===== src/rtl/regfile_wb_writer.sv =====
// Writeback-stage producer for the integer register file write port.
// Selects ALU/PC+4/CSR results directly and waits on variable-latency loads with a timeout watchdog.
module regfile_wb_writer #(
   parameter int TIMEOUT_CYCLES = 64
) (
   input  logic        clk,
   input  logic        rst,
   input  logic        ex_valid,
   input  logic        ex_reg_wr,
   input  logic [4:0]  ex_rd,
   input  logic [1:0]  ex_wb_sel,
   input  logic [31:0] ex_alu_result,
   input  logic [31:0] ex_pc_plus4,
   input  logic [31:0] ex_csr_rdata,
   input  logic [2:0]  ex_funct3,
   input  logic        flush,
   input  logic        dmem_rvalid,
   input  logic [31:0] dmem_rdata,
   output logic        reg_wrMW,
   output logic [4:0]  waddr_MW,
   output logic [31:0] wdata,
   output logic        stall,
   output logic        load_fault
);

   localparam int CNT_W = $clog2(TIMEOUT_CYCLES + 1);
   localparam logic [CNT_W-1:0] CNT_LAST = CNT_W'(TIMEOUT_CYCLES - 1);

   localparam logic [1:0] SEL_ALU  = 2'd0;
   localparam logic [1:0] SEL_LOAD = 2'd1;
   localparam logic [1:0] SEL_PC4  = 2'd2;
   localparam logic [1:0] SEL_CSR  = 2'd3;

   localparam logic [2:0] F3_LB  = 3'b000;
   localparam logic [2:0] F3_LH  = 3'b001;
   localparam logic [2:0] F3_LBU = 3'b100;
   localparam logic [2:0] F3_LHU = 3'b101;

   typedef enum logic {
      IDLE      = 1'b0,
      WAIT_LOAD = 1'b1
   } state_t;

   state_t           state;
   logic [CNT_W-1:0] cnt;

   // Context of the outstanding load, captured when it leaves execute.
   logic [4:0]       ld_rd;
   logic             ld_reg_wr;
   logic [2:0]       ld_funct3;
   logic [1:0]       ld_addr;

   logic [31:0]      direct_data;
   logic [31:0]      load_data;
   logic             accept;
   logic             accept_load;

   // Extracts the addressed byte/half from the returned word and extends it.
   function automatic logic [31:0] align_load(input logic [2:0]  funct3,
                                              input logic [1:0]  addr,
                                              input logic [31:0] word);
      logic [7:0]  byte_lane;
      logic [15:0] half_lane;
      logic [31:0] result;
      case (addr)
         2'd0:    byte_lane = word[7:0];
         2'd1:    byte_lane = word[15:8];
         2'd2:    byte_lane = word[23:16];
         default: byte_lane = word[31:24];
      endcase
      half_lane = addr[1] ? word[31:16] : word[15:0];
      case (funct3)
         F3_LB:   result = {{24{byte_lane[7]}}, byte_lane};
         F3_LH:   result = {{16{half_lane[15]}}, half_lane};
         F3_LBU:  result = {24'd0, byte_lane};
         F3_LHU:  result = {16'd0, half_lane};
         default: result = word;
      endcase
      return result;
   endfunction

   // NOTE: every variable assigned in always_comb gets a default first so no latch is inferred.
   always_comb begin
      direct_data = ex_alu_result;
      case (ex_wb_sel)
         SEL_PC4: direct_data = ex_pc_plus4;
         SEL_CSR: direct_data = ex_csr_rdata;
         default: direct_data = ex_alu_result;
      endcase
   end

   assign load_data   = align_load(ld_funct3, ld_addr, dmem_rdata);
   assign accept      = ex_valid && !flush;
   assign accept_load = accept && (ex_wb_sel == SEL_LOAD);

   // Stall follows state directly, so it stays high in the cycle rvalid is sampled.
   assign stall = (state == WAIT_LOAD);

   // NOTE: sequential state uses non-blocking assignments so every register sees pre-edge values.
   always_ff @(posedge clk) begin
      if (rst) begin
         state      <= IDLE;
         cnt        <= '0;
         reg_wrMW   <= 1'b0;
         waddr_MW   <= 5'd0;
         wdata      <= 32'd0;
         load_fault <= 1'b0;
      end else begin
         reg_wrMW   <= 1'b0;
         load_fault <= 1'b0;
         case (state)
            IDLE: begin
               cnt <= '0;
               if (accept_load) begin
                  state <= WAIT_LOAD;
               end else if (accept) begin
                  reg_wrMW <= ex_reg_wr && (ex_rd != 5'd0);
                  waddr_MW <= ex_rd;
                  wdata    <= direct_data;
               end
            end
            WAIT_LOAD: begin
               if (flush) begin
                  state <= IDLE;
                  cnt   <= '0;
               end else if (dmem_rvalid) begin
                  state    <= IDLE;
                  cnt      <= '0;
                  reg_wrMW <= ld_reg_wr && (ld_rd != 5'd0);
                  waddr_MW <= ld_rd;
                  wdata    <= load_data;
               end else if (cnt == CNT_LAST) begin
                  state      <= IDLE;
                  cnt        <= '0;
                  load_fault <= 1'b1;
               end else begin
                  cnt <= cnt + 1'b1;
               end
            end
            default: begin
               state <= IDLE;
               cnt   <= '0;
            end
         endcase
      end
   end

   // NOTE: load context is pure datapath, only read after being captured, so it carries no reset.
   always_ff @(posedge clk) begin
      if (state == IDLE && accept_load) begin
         ld_rd     <= ex_rd;
         ld_reg_wr <= ex_reg_wr;
         ld_funct3 <= ex_funct3;
         ld_addr   <= ex_alu_result[1:0];
      end
   end

endmodule

===== config.mk =====
export PLATFORM = sky130hd
export DESIGN_NAME = regfile_wb_writer
export DESIGN_NICKNAME = d
export VERILOG_FILES = /design/src/rtl/regfile_wb_writer.sv
export SDC_FILE = /design/constraint.sdc
export NUM_CORES = 1
export LEC_CHECK = 0
export BUFFER_PORTS_ARGS = -buffer_cell sky130_fd_sc_hd__buf_2
export CAP_MARGIN = 20
export CORE_AREA = 2 2 93 95
export CTS_CLUSTER_DIAMETER = 200
export CTS_CLUSTER_SIZE = 30
export DETAILED_ROUTE_END_ITERATION = 8
export DIE_AREA = 0 0 95 97
export GPL_TIMING_DRIVEN = 1
export HOLD_SLACK_MARGIN = 0.02
export MAX_ROUTING_LAYER = met4
export PLACE_DENSITY = 0.78
export SLEW_MARGIN = 20
export SYNTH_ARGS = -nofsm -noshare
export SYNTH_HDL_FRONTEND = slang
export SYNTH_SLANG_ARGS = --single-unit

===== constraint.sdc =====
create_clock -name clk -period 3.85 [get_ports clk]
set_input_delay 0.1925 -clock clk [delete_from_list [all_inputs] [get_ports clk]]
set_output_delay 0.1925 -clock clk [all_outputs]
set_load 0.05 [all_outputs]

==> out/results.ini <==
[global_route]
grt_pass1_wl_mm=17.8
grt_overflow_total=0
first_global_vias=3665
grt_max_degree=52
track_usage=0.256
antenna_found_initial=1

[cts]
h-tree-depth=3
cts_tree=built
numCtsBuffers=9
cts_buffer_depth=2
insertion_delay_ns=0.35
cts_sinks=58
root_buffer=clkbuf_8
cts.clk_slew.worst_paths_ns=0.07

[die]
start_util=0.442
io_pins=184
die_x_um=95
dieArea_mm2=0.00922
core-area_mm2=0.00813
die_height_um=97
fp-row-count=33

[route]
drt-total-wl_mm=11.7
vias_per_cell=5.82
drc_errors=0
dr_total_vias=3902
ant_nets=0
first_pass_iters=6
first_iter_violations=265
avgRoutedWirePerCell_um=17.5

[logic_synthesis]
avgSynthCellArea_um2=9.09
syn_area_mm2=0.00360
synth_top_cell_area_share=0.261
ys_warn_count=0
synth_nets=541
synth.most_common_cell=dfxtp_1
ys.flop_type=dfxtp_1
yosysUniqueCellTypes=52
synth_commonest_cells=47 x dfxtp_1, 34 x nand2_1, 28 x mux2i_1
syn_inst=396
ys_top_cells_by_area=dfxtp_1 26%, edfxtp_1 9.2%, mux2_2 7.8%
postSynth.asyncResetShare=0
synth-edff-count=11
synth_area_leader_cell=dfxtp_1
synth_seq_cells=58
ys_seq_area_frac=0.353

[setup_path]
crit_path_start_kind=flip-flop
crit_required_ns=4.09
reg2regPathDepth=4
cp.arrival_ns=2.80
critPathKind=flip-flop to flip-flop
crit_chain=nor3_1 -> a22o_2 -> a311o_1 -> o311a_1
r2r-end=wdata[15]$_SDFFE_PP0P_
rr_startpoint=ld_funct3[1]$_DFFE_PP_
crit_path_max_incr_delay_ns=1.04
rrSetupSlack_ns=1.29
end_kind=flip-flop
path_max_fanout=39
slowest_stage=edfxtp_1
critPathBufInv=0
cpLargestDelayFamily=compound AO/OA/AOI/OAI gates

[power_and_ir_drop]
swShare=0.324
clkPwrFrac=0.318
powerDensity_mw_per_mm2=329
p_seq_frac=0.430
ir_drop_v=0.000209
leakage_nw=2.06
power.internal_mw=1.04
p_comb_frac=0.252
power_switching_mw=0.502

[timing]
fmax_mhz=390
setup_violations=0
relSlewSlack=0.304
finalCritPeriodShare=0.665
worstMarginPinSlew_ns=1.04
finalHoldViolations=0
rsz0062_at_grt=false
skew_ns=0.00695
min_period_ns=2.56
drv_slew=0
timing.setup.tns_ns=0

[layout]
final_core_util=0.578
drive_gt1_frac=0.434
nNetsFinal=704
syn_to_final_growth_pct=30.6

[min_path]
min_from=ex_funct3[2]
min_path_type=input pin to flip-flop
min_to=ld_funct3[2]$_DFFE_PP_
min_path_cells=1

[outcome]
status=finished clean

[placement]
place_hpwl_mm=8.88
port_buffers=183
gp_congestion=0.878

[run]
drv_cap=0

==> power groups by stage <==
stage | registers (mW) | logic (mW) | clock network, mW
detailed placement | 0.677 | 0.385 | 0
finish | 0.665 | 0.389 | 0.492
CTS | 0.664 | 0.388 | 0.501
floorplan | 0.762 | 0.159 | 0
global route | 0.668 | 0.418 | 0.526
global placement | 0.677 | 0.378 | 0
==> logic make-up after synthesis <==
logic type,count (synthesis),synth area share
xor+xnor,4,0.00974
fa+ha+maj,1,0.00348
compound gates,135,0.278
mux,54,0.160
simple gates,99,0.135
flops,58,0.353
buf+inv,45,0.0602
==> worst reg2reg max path: stages (launching register included) <==
cell	delay, ns
edfxtp_1	1.04
nor3_1	0.22
a22o_2	0.33
a311o_1	0.48
o311a_1	0.39
==> sequential cells by signal (all words and copies together), names as in the netlist <==
name        cells
reg_wrMW        1
load_fault      1
ld_funct3       3
cnt             7
stall           1
wdata          32
ld_addr         2
waddr_MW        5
ld_rd           5
ld_reg_wr       1
==> placed cells by master, fill, tap and decap left out, types with 2 or more instances in the layout <==
cell,synthesis,final
nor2_1,12,12
clkinv_2,0,5
dfxtp_1,47,46
inv_1,5,5
o21ai_0,8,8
nor3_1,20,20
or2_2,3,3
a21oi_1,17,16
o22ai_1,16,16
mux2_2,25,25
o211ai_1,24,24
o221a_2,7,7
a311oi_1,7,7
or4_1,2,2
buf_2,10,183
edfxtp_1,11,11
nand2b_1,3,3
o21a_1,2,2
a211oi_1,13,13
clkbuf_8,2,10
a22o_1,16,16
mux2i_1,28,28
nand2_1,34,34
o2111ai_1,2,2
dlygate4sd3_1,0,2
o221ai_1,7,7
a31oi_1,7,7
xor2_1,2,2
buf_4,0,6
nor2b_1,16,16
xnor2_1,2,2
==> stage by stage <==
stage	std cells	setup slack (ns)	area (um^2)	power, mW	hold slack [ns]
global placement	651	1.28	4500	1.05	0.374
CTS	669	1.23	4690	1.55	0.0260
floorplan	396	1.73	3600	0.921	0.291
finish	670	1.29	4700	1.55	0.0450
detailed placement	651	1.17	4500	1.06	0.371
global route	670	1.18	4700	1.61	0.0276
==> final cells by class <==
class / count / area, um^2
Inverter: 6 / 22.5
Fill cell: 726 / 3440
Timing Repair Buffer: 191 / 981
Clock buffer: 10 / 138
Antenna cell: 1 / 2.50
Multi-Input combinational cell: 293 / 2120
Sequential cell: 58 / 1270
Clock inverter: 6 / 32.5
Tap cell: 105 / 131
==> per-layer routing <==
metal	GRT usage	up-vias	wire length, um
met3	0.0740	31	1250
met5	-	-	0
met2	0.403	233	5540
met1	0.309	1782	4670
li1	-	1856	-
met4	0.0959	0	250
==> repair_timing <==
item,4_1_cts,5_1_grt
hold endpoints to repair,2,0
buffers inserted,0,0
hold buffers,2,0
gates resized for setup,0,0
==> worst max path at each step <==
| stage | start | end | slack (ns) | cells after the start |
|---|---|---|---|---|
| floorplan | ex_wb_sel[0] | ld_addr[0]$_DFFE_PP_ | 1.73 | 5 |
| global placement | ex_wb_sel[1] | wdata[25]$_SDFFE_PP0P_ | 1.28 | 6 |
| detailed placement | ex_wb_sel[1] | wdata[16]$_SDFFE_PP0P_ | 1.17 | 6 |
| CTS | stall$_SDFF_PP0_ | wdata[16]$_SDFFE_PP0P_ | 1.23 | 5 |
| global route | ld_funct3[1]$_DFFE_PP_ | wdata[15]$_SDFFE_PP0P_ | 1.18 | 4 |
| finish | ld_funct3[1]$_DFFE_PP_ | wdata[15]$_SDFFE_PP0P_ | 1.29 | 4 |
No activity file was read; power rests on OpenSTA's default activity.
